==> src/rtl/instr_fetch.sv <==
// Instruction fetch unit: fetches one word, holds it for decode, then resolves the next PC.
// Optional FETCH_ALIGN_CHECK_EN: a misaligned target raises fetch_err and halts until reset.
module instr_fetch #(
  parameter logic [31:0] RESET_PC = 32'h0000_0000
) (
  input  logic        clk,
  input  logic        rst_n,
  output logic        imem_req,
  output logic [31:0] imem_addr,
  input  logic        imem_ready,
  input  logic [31:0] imem_rdata,
  output logic [31:0] instr,
  output logic [5:0]  opcode,
  output logic [5:0]  funct,
  output logic        instr_valid,
  output logic [31:0] pc_out,
  output logic [31:0] pc_plus4,
  input  logic        resolve,
  input  logic        branch,
  input  logic        jump,
  input  logic        is_jal,
  input  logic        is_jr,
  input  logic [2:0]  branchType,
  input  logic [31:0] rs_val,
  input  logic [31:0] rt_val,
  output logic        taken,
  output logic [31:0] next_pc,
  output logic        fetch_err
);

  typedef enum logic [1:0] {IDLE, FETCH, HOLD, HALT} state_t;

  state_t      state_reg;
  logic [31:0] pc_reg;
  logic [31:0] instr_reg;
  logic        instr_valid_reg;
  logic        imem_req_reg;
  logic        taken_reg;
  logic [31:0] next_pc_reg;

  logic        cond_true;
  logic        taken_next;
  logic [31:0] branch_off;
  logic [31:0] target_raw;
  logic [31:0] next_pc_next;
  logic        misaligned;

  // The link value is pc_plus4 itself, so is_jal never changes the target.
  logic unused_is_jal;
  assign unused_is_jal = is_jal;

  assign pc_plus4   = pc_reg + 32'd4;
  assign branch_off = {{14{instr_reg[15]}}, instr_reg[15:0], 2'b00};

  always_comb begin
    cond_true = 1'b0;
    case (branchType)
      3'b000: cond_true = (rs_val == rt_val);
      3'b001: cond_true = (rs_val != rt_val);
      3'b010: cond_true = ($signed(rs_val) >  $signed(rt_val));
      3'b011: cond_true = ($signed(rs_val) >= $signed(rt_val));
      3'b100: cond_true = ($signed(rs_val) <  $signed(rt_val));
      3'b101: cond_true = ($signed(rs_val) <= $signed(rt_val));
      3'b110: cond_true = (rs_val <= rt_val);
      default: cond_true = (rs_val > rt_val);
    endcase
  end

  always_comb begin
    target_raw = pc_plus4;
    taken_next = 1'b0;
    if (is_jr) begin
      target_raw = rs_val;
      taken_next = 1'b1;
    end else if (jump) begin
      target_raw = {pc_plus4[31:28], instr_reg[25:0], 2'b00};
      taken_next = 1'b1;
    end else if (branch && cond_true) begin
      target_raw = pc_plus4 + branch_off;
      taken_next = 1'b1;
    end
  end

`ifdef FETCH_ALIGN_CHECK_EN
  logic fetch_err_reg;
  assign next_pc_next = target_raw;
  assign misaligned   = (target_raw[1:0] != 2'b00);
  assign fetch_err    = fetch_err_reg;
`else
  assign next_pc_next = {target_raw[31:2], 2'b00};
  assign misaligned   = 1'b0;
  assign fetch_err    = 1'b0;
`endif

  always_ff @(posedge clk or negedge rst_n) begin
    if (!rst_n) begin
      state_reg       <= IDLE;
      pc_reg          <= RESET_PC;
      instr_reg       <= 32'd0;
      instr_valid_reg <= 1'b0;
      imem_req_reg    <= 1'b0;
      taken_reg       <= 1'b0;
      next_pc_reg     <= 32'd0;
`ifdef FETCH_ALIGN_CHECK_EN
      fetch_err_reg   <= 1'b0;
`endif
    end else begin
      case (state_reg)
        IDLE: begin
          state_reg    <= FETCH;
          imem_req_reg <= 1'b1;
        end
        FETCH: begin
          if (imem_ready) begin
            instr_reg       <= imem_rdata;
            instr_valid_reg <= 1'b1;
            imem_req_reg    <= 1'b0;
            state_reg       <= HOLD;
          end
        end
        HOLD: begin
          if (resolve) begin
            taken_reg       <= taken_next;
            next_pc_reg     <= next_pc_next;
            instr_valid_reg <= 1'b0;
            if (misaligned) begin
              // Bad target: stop requesting until the next reset.
              state_reg     <= HALT;
`ifdef FETCH_ALIGN_CHECK_EN
              fetch_err_reg <= 1'b1;
`endif
            end else begin
              pc_reg       <= next_pc_next;
              imem_req_reg <= 1'b1;
              state_reg    <= FETCH;
            end
          end
        end
        default: begin
          imem_req_reg <= 1'b0;
        end
      endcase
    end
  end

  assign imem_req    = imem_req_reg;
  assign imem_addr   = pc_reg;
  assign instr       = instr_reg;
  assign opcode      = instr_reg[31:26];
  assign funct       = instr_reg[5:0];
  assign instr_valid = instr_valid_reg;
  assign pc_out      = pc_reg;
  assign taken       = taken_reg;
  assign next_pc     = next_pc_reg;

endmodule

==> config.mk <==
export PLATFORM = sky130hd
export DESIGN_NAME = instr_fetch
export DESIGN_NICKNAME = d
export VERILOG_FILES = /design/src/rtl/instr_fetch.sv
export SDC_FILE = /design/constraint.sdc
export NUM_CORES = 1
export LEC_CHECK = 0
export ABC_CLOCK_PERIOD_IN_PS = 3850
export CAP_MARGIN = 10
export CORE_ASPECT_RATIO = 0.9
export CORE_MARGIN = 2
export CORE_UTILIZATION = 40
export CTS_CLUSTER_DIAMETER = 150
export CTS_CLUSTER_SIZE = 24
export DETAILED_ROUTE_END_ITERATION = 12
export PLACE_DENSITY = 0.79
export SLEW_MARGIN = 30
export SYNTH_ARGS = -nofsm -noshare
export SYNTH_HDL_FRONTEND = slang
export SYNTH_SLANG_ARGS = --single-unit
==> constraint.sdc <==
create_clock -name clk -period 3.85 [get_ports clk]
set_input_delay 0.385 -clock clk [delete_from_list [all_inputs] [get_ports clk]]
set_output_delay 0.385 -clock clk [all_outputs]
set_load 0.005 [all_outputs]
### After elaboration in Yosys (flattened, before gate mapping)

Index checks and enable logic that the tools add are counted.

* bits in registers: 67
* output and inout bits: 176
* bits of input ports: 107
* logic and storage cells: 52

* equal/unequal tests: 12
* order comparisons: 6
* reductions and logical operators: 10
* muxes and demuxes: 16
* add/subtract/negate cells: 2

Operator list (count)
* two-way mux 32 bit: 3
* > comparator 32 bit: 2
* <= comparator 32 bit: 2
* adder 32 x 3 -> 32 bit, second input constant: 1
* adder 32 bit: 1
* == test 32 bit: 1
* >= comparator 32 bit: 1
* < comparator 32 bit: 1
* != test 32 bit: 1
* == test 3 bit, second input constant: 3
* two-way mux 1 bit: 7
* one-hot mux 1 bit (7 select lines): 1
* == test 3 x 2 -> 1 bit, second input constant: 2
* one-hot mux 2 bit (3 select lines): 1
* AND reduction 2 bit: 3
* AND reduction 3 bit: 2
* two-way mux 2 bit: 2
* != test 2 bit, second input constant: 2
* == test 3 x 1 -> 1 bit, second input constant: 1
* zero test 3 bit: 1
* one-hot mux 1 bit (3 select lines): 1
* nonzero test 3 bit: 1
* == test 2 x 1 -> 1 bit, second input constant: 1
* == test 2 bit, second input constant: 1
* 4 further kinds: 4

### Longest topological paths before layout

Gate-level depths: netlist of the first run.

* depth after elaboration: 6
* mapped depth: 20
* depth with buffers taken out: 19

### Least setup slack after synthesis of the first run

OpenSTA, ideal clock, no wires.

* path kind: register to register
* start point: reg pc_reg[2] (netlist: imem_addr[2])
* end point: reg pc_reg[31] (netlist: imem_addr[31])
* setup slack: -0.597 ns
* required time: 3.713 ns
* setup time: 0.137 ns
* path buffers: 1
* cell stages (with the launch flop): 21
* arrival time: 4.310 ns
* clock period less this slack: 4.447 ns
* cells stage by stage: dfrtp_1 > ha_1 > nand3_1 > nor3_1 > and3_1 > nand2_1 > nor2_1 > nand3_1 > xnor2_1 > ha_1 > buf_2 > a21o_1 > a211o_1 > a2111oi_1 > and3_1 > a21oi_1 > o31ai_1 > a31oi_1 > a311oi_2 > xnor2_1 > a21oi_1

* word-level cells in the longest chain between the ends: 5

Ends and longest elaborated chain
* from (decl): line 34 `logic [31:0] pc_reg;`
* from (signal assigned): line 133 `pc_reg <= next_pc_next;`
* adder 32 x 3 -> 32 bit: line 52 `assign pc_plus4 = pc_reg + 32'd4;`
* net pc_plus4[28]: line 17 `output logic [31:0] pc_plus4,`
* adder 32 bit: line 79 `target_raw = pc_plus4 + branch_off;`
* two-way mux 32 bit: line 78 `end else if (branch && cond_true) begin`
* two-way mux 32 bit: line 75 `end else if (jump) begin`
* two-way mux 32 bit: line 72 `if (is_jr) begin`

The timed path passes the listed nets, and every way through them passes these cells.
A chain may end at the register's enable or synchronous reset.

### Worst setup path after layout of the first run

* start point: reg pc_reg[2] (netlist: imem_addr[2])
* end point: reg pc_reg[31] (netlist: imem_addr[31])

* word-level cells in the longest chain between the ends: 5

Ends and longest elaborated chain (line)
* adder 32 x 3 -> 32 bit *: 52
* adder 32 bit: 79
* two-way mux 32 bit: 78
* two-way mux 32 bit *: 75
* two-way mux 32 bit *: 72

Mark *: on every way between the ends. The rest lies on a longest branch, timed or not.

==> results of run 1 <==
## worst min-delay path by stage
stage | slack (ps) | endpoint | depth (start not counted)
after global placement | 460 | instr_valid | 2
after CTS | 210 | imem_addr[12] | 1
after global routing | 110 | instr[18] | 1
after detailed placement | 480 | instr_valid | 2
after floorplan | 90 | imem_addr[10] | 0
final | 70 | instr[13] | 1
## cells in the final DEF, fill, tap and decap left out, types with 5 or more instances in the layout
| master | n |
|---|---|
| buf_4 | 87 |
| mux2i_1 | 6 |
| nor3_1 | 6 |
| a31oi_1 | 9 |
| a221oi_2 | 5 |
| mux2_2 | 32 |
| o21a_1 | 7 |
| o22ai_1 | 22 |
| a21oi_1 | 48 |
| and3_1 | 12 |
| conb_1 | 9 |
| nor3b_1 | 6 |
| clkdlybuf4s50_1 | 271 |
| nand4_1 | 14 |
| a21o_1 | 14 |
| inv_1 | 46 |
| dfrtp_1 | 65 |
| o21ai_1 | 7 |
| nand3_1 | 19 |
| o31ai_1 | 6 |
| nor2_1 | 66 |
| nand2b_1 | 10 |
| nand2_1 | 61 |
| xnor2_1 | 27 |
| o21bai_1 | 6 |
| xor2_1 | 16 |
| clkbuf_16 | 9 |
| o21ai_0 | 26 |
| o211ai_1 | 5 |
| ha_1 | 61 |
| a221oi_1 | 18 |
## kinds of logic (layout without fill, tap and decap cells)
logic type | count (synthesis) | count (layout)
simple gates | 231 | 231
compound gates | 206 | 206
buf+inv | 153 | 423
flops | 67 | 67
fa+ha+maj | 63 | 63
xor+xnor | 48 | 48
mux | 38 | 38
other cells | 1 | 9
## routing by layer
metal / global-route usage (%) / vias to the layer above
met5: 0 / -
met4: 6.88 / 0
met2: 43.2 / 376
met1: 34.4 / 3369
li1: - / 3391
met3: 6.48 / 40
## cell type report
cell class              count  share of cell area (%)
multi-input cells         595                    42.9
repair buffers            361                    33.3
clock inverters             7                   0.988
inverters                  46                    1.68
flip-flops and latches     67                    16.4
clock buffers               9                    2.20
well taps                 211                    2.57
## power breakdown
| part | total [mW] | switching [mW] | internal [mW] |
|---|---|---|---|
| combinational | 6.37 | 2.79 | 3.58 |
| clock | 0.932 | 0.360 | 0.572 |
| sequential | 1.47 | 0.433 | 1.04 |
## stage by stage
stage                     total power [mW]  cell area, um2  utilization [%]  cells
after floorplan                       4.88            6850                -    815
after global placement                7.60            9790             58.5   1277
after detailed placement              7.65            9790             58.5   1277
after CTS                             8.65           10100             60.5   1293
after global routing                  9.41           10300             61.4   1296
final                                 8.77           10300             61.4   1296
## timing repair
action | in CTS | in global routing
pin swaps | 0 | 18
endpoints found under the setup margin | 3 | 11
hold buffers | 0 | 0
setup buffers | 0 | 3
cloned | 0 | 0
gates resized for setup | 2 | 21
==> results_dict.tcl, run 1 <==
set metrics [dict create \
    violations "negative setup slack" \
    critPathMaxFanout 4 \
    synthArstFlopShare_pct 100 \
    ios 283 \
    holdWs_ps 69.0 \
    yosys.area_share.adder_pct 11.8 \
    cts_tree "built" \
    initialDrtViolationCount 571 \
    layout-drive-gt1-share_pct 16.4 \
    gp_congestion 0.915 \
    yosysUniqueCellTypes 62 \
    wl_per_cell_um 18.6 \
    crit_family "compound AO/OA/AOI/OAI gates" \
    drt-met1-wl_um 10300 \
    synth-simple-area-share_pct 16.8 \
    max_freq_ghz 0.257 \
    cts-root-buf "clkbuf_16" \
    grt_pass1_wl_um 36800 \
    post_synth.cell_area_avg_um2 8.38 \
    synth-edff-count 0 \
    synth_warnings 0 \
    htree_levels 3 \
    n_antenna_cell 0 \
    largest_register_ffs 32 \
    synthTopCellsByArea "dfrtp_1, ha_1, buf_4, mux2_2, xnor2_1" \
    final_nets 1250 \
    synth_flop_cell "dfrtp_1" \
    num_vias 7176 \
    synth_common_cells "buf_4, nor2_1, dfrtp_1" \
    syn_area_mm2 0.00676 \
    cts_buffers 9 \
    synth_top_family_by_area "compound AO/OA/AOI/OAI gates" \
    regArea_mm2 0.00168 \
    p_leak_nw 4.56 \
    status "finished, violations left" \
    r2r_slack_ps -40 \
    synth.top_cell.area_share_pct 24.8 \
    r2r_start "imem_addr[2]" \
    wirelength_um 24100 \
    r2r.worst_path.cells 19 \
    critPathBufInv 0 \
    peakVddDrop_mv 0.503 \
    cpMostUsedCell "a21oi_1" \
    yosysSeqAreaShare_pct 24.8 \
    cts_buffer_depth 2 \
    dp_slack_ps 21.5 \
    ant_nets 0 \
    multi_input_area_mm2 0.00440 \
    finClkSkew_ps 6.61 \
    synth.largest_area_cell "dfrtp_1" \
    setup_violations 1 \
    core-area_mm2 0.0167 \
    grtUsageTotal_pct 26.1 \
    dieArea_mm2 0.0180 \
    drc 0 \
    endpoint "imem_addr[31]" \
    grt_pass1_vias 6756 \
    initial_core_util_pct 40.4 \
    syn2layout_area_growth_pct 51.8 \
    synthXorXnorAreaFrac_pct 6.22 \
    synth-seq-cells 67 \
    p_per_area_mw_per_mm2 855 \
    worstPathCellList "ha_4 -> nand3_4 -> nor3_4 -> and3_4 -> nand2_4 -> nor2_4 -> nand3_2 -> xnor2_2 -> ha_1 -> a21o_1 -> a211o_1 -> a2111oi_4 -> and3_1 -> a21oi_1 -> o31ai_1 -> a31oi_1 -> a311oi_2 -> xnor2_1 -> a21oi_1" \
    layout_min_cycle_time_ps 3890 \
    die_w_um 141 \
    synthCells 807 \
    grt_overflow 0 \
    rsz0062_at_grt "yes" \
    timing.rr.end "imem_addr[31]" \
    critPathLaunchType "register" \
    slew_headroom_pct 41.8 \
    antenna_found_initial 0 \
    portBuffers 272 \
    hold_violations 0 \
    insertion_delay_ps 350 \
    die_h_um 127 \
    yosys.cell_count.top_type "buf_4" \
    clkTransAtPathRegs_ps 60 \
    path_class "register to register" \
    arrival_ps 4100 \
    fin_ws_ps -42.2 \
    wl_met2_um 11200 \
    wl_met3_um 2260 \
    worst_path_largest_cell_delay_ps 410 \
    drt_first_pass_iters 6 \
    synth.area.mux_share_pct 6.22 \
    maxUsedRoutingLayer "met4" \
    avgViaCountPerCell 5.54 \
    rows 45 \
    drv_slew 0 \
    crit_required_ps 4060 \
    nFillCells 1448 \
    min_period_over_period_pct 101 \
    startpoint "imem_addr[2]" \
    grt_max_degree 68 \
    cts.sinks 67 \
    dp_hpwl_um 18700 \
    cp-end-kind "register" \
    worst_pin_slew_ps 870 \
    synth_compound_area_share_pct 20.9 \
    worst-path-stages 19 \
    max-cap-violations 0 \
    hp-class "input port to asynchronous set/reset pin" \
    crit_slowest_cell "dfrtp_2" \
    tns_ps -42.2 \
]
(Power assumes the default switching activity.)
==> inputs of run 2 (changes only) <==
--- a/config.mk
+++ b/config.mk
@@ -13,7 +13,7 @@
 export CTS_CLUSTER_DIAMETER = 150
 export CTS_CLUSTER_SIZE = 24
 export DETAILED_ROUTE_END_ITERATION = 12
-export PLACE_DENSITY = 0.79
+export PLACE_DENSITY = 0.89
 export SLEW_MARGIN = 30
 export SYNTH_ARGS = -nofsm -noshare
 export SYNTH_HDL_FRONTEND = slang
==> run 2 against run 1 <==
The flow still finishes with violations (negative setup slack). Via count is 0.74% higher. Clock skew up 3.9 ps. Cell count down 0.93%. Die area stayed put. Sequential power about the same. Count of clock-buffer cells in the layout grew 3. Worst hold slack worse by 8.7 ps. Maximum frequency down 2.4%. Global-route usage rose by 0.40 points. Critical endpoint unchanged. Largest cell class unchanged. Highest routed layer unchanged.
==> results_dict.tcl, run 2 (same netlist as run 1, synthesis figures left out) <==
set metrics [dict create \
    largest_register_ffs 32 \
    drt_first_pass_iters 6 \
    critPathBufInv 1 \
    dp_hpwl_um 18800 \
    grt_overflow 0 \
    hp-class "input port to asynchronous set/reset pin" \
    r2r_slack_ps -140 \
    min_period_over_period_pct 104 \
    portBuffers 272 \
    max-cap-violations 0 \
    rsz0062_at_grt "yes" \
    clkTransAtPathRegs_ps 60 \
    cts.sinks 67 \
    p_leak_nw 4.46 \
    syn2layout_area_growth_pct 49.9 \
    drv_slew 0 \
    layout_common_cells "clkdlybuf4s50_1, buf_4, nor2_1, dfrtp_1, nand2_1" \
    r2r.worst_path.cells 19 \
    core-area_mm2 0.0167 \
    cpMostUsedCell "a21oi_1" \
    r2r_start "imem_addr[2]" \
    dieArea_mm2 0.0180 \
    fin_area_mm2 0.0101 \
    tns_ps -143 \
    layout_min_cycle_time_ps 3990 \
    n_antenna_cell 0 \
    violations "negative setup slack" \
    num_vias 7229 \
    dpl-instance-area_mm2 0.00966 \
    rows 45 \
    ant_nets 0 \
    cp-end-kind "register" \
    cts-root-buf "clkbuf_16" \
    drc 0 \
    gp_congestion 0.964 \
    finClkSkew_ps 10.6 \
    ios 283 \
    critPathLaunchType "register" \
    path_class "register to register" \
    cts_hold_buf 0 \
    grt_max_degree 68 \
    worstPathCellList "ha_4 -> nand3_4 -> nor3_4 -> and3_4 -> nand2_4 -> buf_4 -> nor2_1 -> xor2_1 -> ha_1 -> a21o_1 -> nor3b_2 -> a2111oi_4 -> and3_1 -> a21oi_1 -> o31ai_1 -> a31oi_1 -> a311oi_2 -> xnor2_1 -> a21oi_1" \
    setup_violations 2 \
    initialDrtViolationCount 533 \
    timing.rr.end "imem_addr[31]" \
    slew_headroom_pct 44.3 \
    p_per_area_mw_per_mm2 854 \
    wirelength_um 24700 \
    startpoint "imem_addr[2]" \
    insertion_delay_ps 340 \
    cts_buffers 9 \
    crit_slowest_cell "dfrtp_2" \
    arrival_ps 4180 \
    cts_buffer_depth 2 \
    final_nets 1238 \
    max_freq_ghz 0.251 \
    die_w_um 141 \
    worst_path_largest_cell_delay_ps 410 \
    die_h_um 127 \
    grt_pass1_wl_um 37400 \
    initial_core_util_pct 40.4 \
    avgViaCountPerCell 5.63 \
    cts_tree "built" \
    crit_required_ps 4040 \
    status "finished, violations left" \
    power.total_mw 8.65 \
    layout-drive-gt1-share_pct 15.3 \
    peakVddDrop_mv 0.601 \
    endpoint "imem_addr[31]" \
    fin_ws_ps -139 \
    antenna_found_initial 0 \
    final_common_cell "clkdlybuf4s50_1" \
    grt_pass1_vias 6979 \
    worst-path-stages 19 \
    critPathMaxFanout 4 \
    worst_pin_slew_ps 832 \
    htree_levels 3 \
    grtUsageTotal_pct 26.5 \
    hold_violations 0 \
    wl_per_cell_um 19.3 \
    crit_family "simple AND/OR/NAND/NOR gates" \
]
[run 2: cell count changes in the layout (fill, tap and decap cells not counted), moves of 2 or more]
cell / before / now
clkinv_2: 0 / 2
clkinv_4: 2 / 0
ha_4: 1 / 3
ha_1: 61 / 59
buf_4: 87 / 76
bufinv_16: 2 / 0
clkbuf_8: 0 / 2
[run 2: cell type report]
class / instances / area [um2]
repair buffers: 349 / 3310
clock buffers: 12 / 256
flip-flops and latches: 67 / 1680
fillers: 1399 / 6590
well taps: 211 / 264
inverters: 46 / 173
clock inverters: 4 / 25.0
multi-input cells: 595 / 4430
[run 2: per-stage QoR]
stage                     worst slack [ps]  util [%]  hold WS [ps]  cells
after global placement                80.9      57.7           461   1261
after CTS                             7.10      59.5           219   1277
after detailed placement             -9.35      57.7           471   1261
after global routing                  -324      60.6           109   1284
final                                 -139      60.6          60.3   1284
after floorplan                       25.4         -          89.4    815
[run 2: power by group]
| group | switching (mW) | leakage, nW | internal [mW] |
|---|---|---|---|
| Sequential | 0.452 | 0.807 | 1.04 |
| Combinational | 2.84 | 3.52 | 3.52 |
| Clock | 0.330 | 0.135 | 0.469 |
[run 2: layer usage]
layer  vias up  GRT usage [%]  wire [um]
met2       402           45.1      11900
met1      3421           33.1      10000
met4         0           9.71        552
met3        49           6.11       2260
li1       3357              -          -
met5         -              0          0
[run 2: timing repair]
item | CTS | global route
gates resized for setup | 5 | 20
cloned | 0 | 0
endpoints found under the setup margin | 7 | 11
buffers inserted | 0 | 7
pin swaps | 1 | 17
[run 2: worst min-delay path by stage]
stage,from,endpoint
after detailed placement,instr_valid,instr_valid
after global routing,rst_n,instr[16]
after floorplan,rst_n,imem_addr[10]
final,rst_n,instr[16]
after CTS,rst_n,instr[16]
after global placement,instr_valid,instr_valid
==> inputs of run 3 (changes only) <==
--- a/config.mk
+++ b/config.mk
@@ -11,7 +11,7 @@
 export CORE_MARGIN = 2
 export CORE_UTILIZATION = 40
 export CTS_CLUSTER_DIAMETER = 150
-export CTS_CLUSTER_SIZE = 24
+export CTS_CLUSTER_SIZE = 12
 export DETAILED_ROUTE_END_ITERATION = 12
 export PLACE_DENSITY = 0.89
 export SLEW_MARGIN = 30
==> results of run 3 <==
Same layout as run 2: the final DEF is identical, and so are final timing and power.
